## config.mk

```make
export PLATFORM = sky130hd
export DESIGN_NAME = button_switch_controller
export DESIGN_NICKNAME = d
export VERILOG_FILES = /design/src/rtl/button_switch_controller_pkg.sv /design/src/rtl/button_switch_controller_debouncer.sv /design/src/rtl/button_switch_controller.sv
export SDC_FILE = /design/constraint.sdc
export NUM_CORES = 1
export LEC_CHECK = 0
export ABC_AREA = 1
export CAP_MARGIN = 20
export CORE_ASPECT_RATIO = 0.6
export CORE_MARGIN = 8
export CORE_UTILIZATION = 64
export DETAILED_ROUTE_END_ITERATION = 7
export GPL_TIMING_DRIVEN = 0
export MAX_ROUTING_LAYER = met4
export PLACE_DENSITY_LB_ADDON = 0.3
export SLEW_MARGIN = 40
export SYNTH_ARGS = -nofsm -noshare
export SYNTH_HDL_FRONTEND = slang
export SYNTH_SLANG_ARGS = --single-unit
```

## constraint.sdc

```tcl
create_clock -name clk_i -period 3.2 [get_ports clk_i]
set_clock_uncertainty 0.2 [all_clocks]
set_input_delay 0.48 -clock clk_i [delete_from_list [all_inputs] [get_ports clk_i]]
set_output_delay 0.48 -clock clk_i [all_outputs]
set_load 0.005 [all_outputs]
```

## src/rtl/button_switch_controller_pkg.sv

```systemverilog
// Shared constants for the button/switch input peripheral: register map,
// input counts and control-register bit positions.
package bsc_pkg;

  localparam int NUM_SW  = 16;
  localparam int NUM_BTN = 5;

  localparam logic [2:0] ADDR_SW_LO   = 3'd0;
  localparam logic [2:0] ADDR_SW_HI   = 3'd1;
  localparam logic [2:0] ADDR_BTN     = 3'd2;
  localparam logic [2:0] ADDR_BTN_EVT = 3'd3;
  localparam logic [2:0] ADDR_CTRL    = 3'd4;

  localparam int CTRL_IRQ_EN_BIT = 0;

endpackage

```

## src/rtl/button_switch_controller_debouncer.sv

```systemverilog
// One input channel: 2-FF synchronizer, mismatch counter that must see
// DEBOUNCE_CYCLES consecutive disagreeing samples before the accepted level
// flips, and a one-cycle pulse when the accepted level goes 0->1.
module input_debouncer #(
  parameter int DEBOUNCE_CYCLES = 1_000_000
) (
  input  logic clk_i,
  input  logic rst_i,
  input  logic raw_i,
  output logic stable_o,
  output logic rise_o
);

  localparam int            CW       = $clog2(DEBOUNCE_CYCLES + 1);
  localparam logic [CW-1:0] CNT_LAST = CW'(DEBOUNCE_CYCLES - 1);

  logic          sync_q1;
  logic          sync_q2;
  logic [CW-1:0] cnt_q;
  logic          stable_q;
  logic          rise_q;

  // Synchronize, count consecutive mismatches, accept on the last one.
  always_ff @(posedge clk_i) begin
    if (rst_i) begin
      sync_q1  <= 1'b0;
      sync_q2  <= 1'b0;
      cnt_q    <= '0;
      stable_q <= 1'b0;
      rise_q   <= 1'b0;
    end else begin
      sync_q1 <= raw_i;
      sync_q2 <= sync_q1;
      rise_q  <= 1'b0;
      if (sync_q2 == stable_q) begin
        cnt_q <= '0;
      end else if (cnt_q == CNT_LAST) begin
        stable_q <= sync_q2;
        cnt_q    <= '0;
        rise_q   <= sync_q2;
      end else begin
        cnt_q <= cnt_q + CW'(1);
      end
    end
  end

  assign stable_o = stable_q;
  assign rise_o   = rise_q;

endmodule

```

## src/rtl/button_switch_controller.sv

```systemverilog
// Memory-mapped input peripheral: debounced switch/button levels, sticky
// button-press events with write-1-to-clear, and a level interrupt.
module button_switch_controller
  import bsc_pkg::*;
#(
  parameter int DEBOUNCE_CYCLES = 1_000_000
) (
  input  logic        clk_i,
  input  logic        rst_i,
  input  logic        en_i,
  input  logic        we_i,
  input  logic [11:0] addr_i,
  input  logic [7:0]  din_i,
  output logic [7:0]  dout_o,
  input  logic [15:0] sw_i,
  input  logic [4:0]  btn_i,
  output logic        irq_o
);

  logic [NUM_SW-1:0]  sw_db;
  logic [NUM_SW-1:0]  sw_rise_unused;
  logic [NUM_BTN-1:0] btn_db;
  logic [NUM_BTN-1:0] btn_rise;

  logic [NUM_BTN-1:0] evt_q;
  logic [NUM_BTN-1:0] evt_clr;
  logic               irq_en_q;
  logic [7:0]         dout_q;
  logic [7:0]         rd_data;
  logic               wr_en;
  logic               rd_en;
  logic [2:0]         reg_addr;
  logic               addr_unused;

  for (genvar i = 0; i < NUM_SW; i++) begin : g_sw
    input_debouncer #(.DEBOUNCE_CYCLES(DEBOUNCE_CYCLES)) u_db (
      .clk_i    (clk_i),
      .rst_i    (rst_i),
      .raw_i    (sw_i[i]),
      .stable_o (sw_db[i]),
      .rise_o   (sw_rise_unused[i])
    );
  end

  for (genvar i = 0; i < NUM_BTN; i++) begin : g_btn
    input_debouncer #(.DEBOUNCE_CYCLES(DEBOUNCE_CYCLES)) u_db (
      .clk_i    (clk_i),
      .rst_i    (rst_i),
      .raw_i    (btn_i[i]),
      .stable_o (btn_db[i]),
      .rise_o   (btn_rise[i])
    );
  end

  // Only the low three address bits decode; upper address and data bits
  // are don't-care.
  assign addr_unused = ^{addr_i[11:3], din_i[7:5]};

  assign reg_addr = addr_i[2:0];
  assign wr_en    = en_i & we_i;
  assign rd_en    = en_i & ~we_i;
  assign evt_clr  = (wr_en && reg_addr == ADDR_BTN_EVT) ? din_i[NUM_BTN-1:0] : '0;

  // Read mux over the byte registers; unmapped addresses read zero.
  always_comb begin
    rd_data = 8'h00;
    case (reg_addr)
      ADDR_SW_LO:   rd_data = sw_db[7:0];
      ADDR_SW_HI:   rd_data = sw_db[15:8];
      ADDR_BTN:     rd_data = {3'b000, btn_db};
      ADDR_BTN_EVT: rd_data = {3'b000, evt_q};
      ADDR_CTRL:    rd_data = {7'b0000000, irq_en_q};
      default:      rd_data = 8'h00;
    endcase
  end

  // Event latches (a new press beats a same-cycle clear), CTRL, read data.
  always_ff @(posedge clk_i) begin
    if (rst_i) begin
      evt_q    <= '0;
      irq_en_q <= 1'b0;
      dout_q   <= 8'h00;
    end else begin
      evt_q <= (evt_q & ~evt_clr) | btn_rise;
      if (wr_en && reg_addr == ADDR_CTRL) begin
        irq_en_q <= din_i[CTRL_IRQ_EN_BIT];
      end
      if (rd_en) begin
        dout_q <= rd_data;
      end
    end
  end

  assign dout_o = dout_q;
  assign irq_o  = irq_en_q & (|evt_q);

endmodule
```

==> Word level (Yosys, flattened, before mapping) <==
Cells that the tools add are included.
{ "classes": {"addsub": 21, "n_eq_ne": 46, "bitwise": 33, "n_reduce_logical": 51, "n_mux": 2} }
{ "op_table": {"columns": ["op", "n"], "rows": [
  ["20-bit by 1-bit adder with 20-bit output, second input constant", 21],
  ["20-bit == test, second input constant", 21],
  ["3-bit OR reduction", 26],
  ["2-bit AND reduction", 21],
  ["8-bit case mux with 5 select lines", 1],
  ["1-bit inverter", 27],
  ["1-bit == test", 21],
  ["3-bit by 2-bit == test with 1-bit output, second input constant", 2],
  ["5-bit AND", 1],
  ["5-bit two-way mux", 1],
  ["5-bit inverter", 1],
  ["5-bit OR", 1],
  ["5-bit OR reduction", 1],
  ["1-bit AND", 3],
  ["3-bit by 1-bit == test with 1-bit output, second input constant", 1],
  ["3-bit == test, second input constant", 1],
  ["3-bit logical NOT", 1],
  ["1-bit logical AND", 2]
]} }
{ "word_totals": {"regBits": 502, "word_cells": 245, "inputBits": 45, "output_inout_bits": 9} }

==> Longest topological paths before layout <==
{ "logic_depth": {"depth_word": 6, "ltp_mapped": 9, "ltp_nobuf": 9} }

==> Modules after synthesis <==
Synthesis repeated with hierarchy kept, for this count alone.
{ "hier_totals": {"hier_cells": 3535, "area_unflattened_um2": 25253.0} }
{ "by_module_without_submodules": {"columns": ["module", "cells_each", "area_per_inst_um2", "seq_area_each_um2", "instances"], "rows": [
  ["input_debouncer at g_btn[0].u_db ...", 162, 1159.9, 480.5, 20],
  ["input_debouncer at g_sw[9].u_db", 174, 1189.9, 480.5, 1],
  ["button_switch_controller", 121, 865.8, 280.3, 1]
]} }

==> Worst setup path after synthesis <==
No wires, ideal clock.
{ "synth_path": {"path_type": "register to register", "from": "register g_sw[11].u_db.cnt_q[0]", "to": "register g_sw[11].u_db.cnt_q[17]", "period_less_slack_ps": 1644, "setup_slack_ps": 1556, "n_path_buf": 1, "setup_time_ps": 111, "stages_incl_launch_ff": 10, "t_required_ps": 2889, "t_arrival_ps": 1333, "cell_sequence": "dfxtp_1 > ha_1 > nand3_2 > nor2_2 > nand2_2 > nor2_4 > nand2_2 > nand2_4 > buf_12 > nor2_2"} }
{ "synth_via": {"elab_chain_len": 2, "elab_cells_between_ends": 3, "classes_between": "add/sub (1); eq/ne (1); reduce/logical (1)"} }
{ "synth_rtl": {"columns": ["element", "line_no", "rtl"], "rows": [
  ["start: declaration", "button_switch_controller_debouncer.sv:19", "logic [CW-1:0] cnt_q;"],
  ["start signal: assignment", "button_switch_controller_debouncer.sv:42", "cnt_q <= cnt_q + CW'(1);"],
  ["parallel branches: the longest is 2 deep, another holds 20-bit by 1-bit adder with 20-bit output", null, null]
]} }
Several ways; the timed one is not identified.
A chain may end at the register's enable or synchronous reset.

==> Final worst setup path <==
{ "layout_path": {"from": "register evt_q[0]", "to": "output port irq_o"} }
{ "layout_via": {"elab_chain_len": 2} }
{ "layout_rtl": {"columns": ["element", "line_no", "rtl"], "rows": [
  ["start: declaration", "button_switch_controller.sv:25", "logic [NUM_BTN-1:0] evt_q;"],
  ["start signal: assignment", "button_switch_controller.sv:84", "evt_q <= (evt_q & ~evt_clr) | btn_rise;"],
  ["5-bit OR reduction", "button_switch_controller.sv:95", "assign irq_o = irq_en_q & (|evt_q);"],
  ["1-bit AND", "button_switch_controller.sv:95", null],
  ["end: declaration", "button_switch_controller.sv:17", "output logic irq_o"]
]} }
Every way passes these cells.

==> results.json <==
{
  "status": "complete, no violations",
  "synthTopCellsByArea": "dfxtp_1, nor2_1, nand2_1",
  "cts_tree": "done",
  "p_leak_nw": 8.79,
  "yosys.cell_count.top_type": "nor2_1",
  "fill_cells": 3015,
  "htree_levels": 2,
  "end_kind": "output pin",
  "portBuffers": 40,
  "track_usage_pct": 25.0,
  "cts_made_buffers": 47,
  "layout-drive-gt1-share_pct": 6.13,
  "vdd_drop_max_mv": 0.433,
  "clkLatencyLatePin_ps": 560,
  "cts_hold_buffers": 0,
  "ys_types": 36,
  "synthCells": 3529,
  "syn_area_per_cell_um2": 6.84,
  "synth_common_cells": "nor2_1, nand2_1, dfxtp_1",
  "clk_pin_slew_ps": 70,
  "firstDrtPassIters": 8,
  "postCtsSetupBuffers": 0,
  "grt_setup_unrepaired": "no",
  "final_hold_viol_count": 0,
  "yosysWarnings": 0,
  "p_per_area_nw_per_um2": 466,
  "synth_nets": 3595,
  "critPathMaxStageDelay_ps": 450,
  "vias": 21900,
  "area_growth_pct": 11.3,
  "start_util_pct": 64.5,
  "finalWeightedCongestion": 0.977,
  "antenna_found_initial": 2,
  "drc": 0,
  "critPathBufInv": 3,
  "min_period_ps": 2510,
  "cp.required_ps": 2520,
  "cts_root_buf": "clkbuf_16",
  "finalWirelength_um": 55000,
  "hp-class": "flip-flop to flip-flop",
  "final_core_util_pct": 71.8,
  "drtAntennaViolNets": 0,
  "multi_input_area_um2": 12400,
  "viasPerCell": 5.25,
  "crit_arrival_ps": 1830,
  "cp_max_fo": 2,
  "drv_cap": 0,
  "worstPathCellList": "inv_1 > nand4_1 > o21ai_0 > inv_1 > clkdlybuf4s50_1",
  "power_w": 0.0125,
  "synth_edf_count": 0,
  "hpwlAfterDp_um": 40600,
  "cts_resized": 0,
  "crit_family": "buffers and inverters",
  "grt_first_pass_wirelength_um": 93800,
  "grt_max_degree": 18,
  "clock_sinks": 502,
  "die-area_um2": 44400,
  "slew_headroom_pct": 62.3,
  "io_pins": 54,
  "ys_ff_latch": 502,
  "period_share_pct": 78.5,
  "synth_top_area_cell": "dfxtp_1",
  "worstSetupStartpointType": "flip-flop",
  "cp_common_cell": "inv_1",
  "die_y_um": 166,
  "nets": 3684,
  "ys.flop_type": "dfxtp_1",
  "critPathKind": "flip-flop to output pin",
  "dr.first_iter.drc_count": 2001,
  "die_w_um": 267,
  "regArea_um2": 10000,
  "slew_violations": 0,
  "synth_top_area_share_pct": 41.6,
  "core_area_um2": 37400,
  "finalSetupViolCount": 0,
  "grt_pass1_vias": 20000,
  "clock.fmax_mhz": 398,
  "clk_path_buf_depth": 3,
  "post_drt_wl_per_cell_um": 13.2,
  "synth_area_um2": 24100,
  "setup_tns_ps": 0,
  "placementRows": 55,
  "overflow": 0,
  "seq_area_frac_synth_pct": 41.6,
  "worst_pin_slew_ps": 566,
  "crit_slowest_cell": "clkdlybuf4s50_1",
  "synth-async-reset-ratio_pct": 0
}
registers in the layout (all words and copies together) (netlist names):
| signal | cells |
|---|---|
| g_btn.u_db.rise_o | 5 |
| g_sw.u_db.stable_o | 16 |
| g_sw.u_db.sync_q1 | 16 |
| irq_en_q | 1 |
| dout_o | 8 |
| g_sw.u_db.cnt_q | 320 |
| g_btn.u_db.sync_q2 | 5 |
| evt_q | 5 |
| g_btn.u_db.sync_q1 | 5 |
| g_btn.u_db.cnt_q | 100 |
| g_btn.u_db.stable_o | 5 |
| g_sw.u_db.sync_q2 | 16 |
layer usage:
layer	vias up	GRT usage, %	part of all wire, %
met5	-	-	0
met4	0	6.79	2.2
met3	85	3.78	6.3
met2	667	37.6	43
met1	9935	35.0	48
li1	11200	-	-
final cells by class:
type / instances / share of cell area [%]
clock inverters: 23 / 1.11
diodes: 2 / 0.0186
inverters: 365 / 5.10
clock buffers: 64 / 5.18
flip-flops and latches: 502 / 37.4
well taps: 513 / 2.39
multi-input cells: 2613 / 46.1
repair buffers: 40 / 1.49
plain buffers: 49 / 1.21
logic make-up after synthesis:
kind of cell	count (synthesis)	synth area share [%]
DFF	502	41.6
buffers and inverters	414	7.03
adders and majority gates	21	1.09
AOI/OAI and AO/OA	188	4.08
xor gates and xnor gates	221	8.02
and+or+nand+nor	2183	38.2
metrics by stage:
stage / worst slack (ps) / cells / area (um^2) / hold WS (ps)
global route: 591 / 4171 / 26900 / 213
detailed placement: 942 / 4082 / 25200 / 195
floorplan: 1560 / 3529 / 24100 / 188
global placement: 907 / 4082 / 25200 / 191
finish: 687 / 4171 / 26900 / 207
CTS: 625 / 4169 / 26900 / 205
power breakdown:
part	leakage (nW)	switching, W	internal, W	total (W)
Clock	0.828	0.00246	0.00355	0.00602
Combinational	3.91	0.000137	0.0000815	0.000219
Sequential	4.05	0.0000191	0.00628	0.00630
Total	8.79	0.00262	0.00991	0.0125
worst min-delay path: stages, from the launching register on:
cell     delay [ps]
dfxtp_1         300
inv_1            40
nor2_1           30
final timing paths:
path	start	to	slack (ps)	cells past startpoint
hold reg to reg	g_sw[12].u_db.sync_q1$_SDFF_PP0_	g_sw[12].u_db.sync_q2$_SDFF_PP0_	210	2
hold / removal	g_sw[12].u_db.sync_q1$_SDFF_PP0_	g_sw[12].u_db.sync_q2$_SDFF_PP0_	210	2
setup reg to reg	g_sw[4].u_db.cnt_q[0]$_SDFF_PP0_	g_sw[4].u_db.cnt_q[16]$_SDFF_PP0_	1190	9
setup / recovery	evt_q[0]$_SDFF_PP0_	irq_o	690	5
layout by cell type (no fill, tap or decap), types with 3 or more instances in the layout:
cell type        netlist  layout
nor2_4                 8       8
nand2_1              814     814
clkbuf_1               0       4
ha_1                  21      21
buf_2                 26      26
buf_4                 17      17
o22ai_1                3       3
nor2_1               887     887
nand3_2                7       7
xnor2_1               98      98
and2_1                 3       3
xor2_1               123     123
buf_6                  4       4
clkinv_2               0       9
inv_1                362     362
or2_0                 10      10
clkinvlp_4             0       4
nand4_1               88      88
nor2_2                40      40
clkdlybuf4s50_1        0      40
o21bai_1              13      13
nand3b_1              34      34
nor3_1                43      43
o21ai_0               35      35
dfxtp_1              502     502
clkbuf_8               0      11
or2_2                 19      19
nand2_2               10      10
clkbuf_16              0      49
bufinv_16              0       6
nand3_1              211     211
nand2_4                5       5
a21oi_1              134     134
No activity file was read; power rests on OpenSTA's default activity.
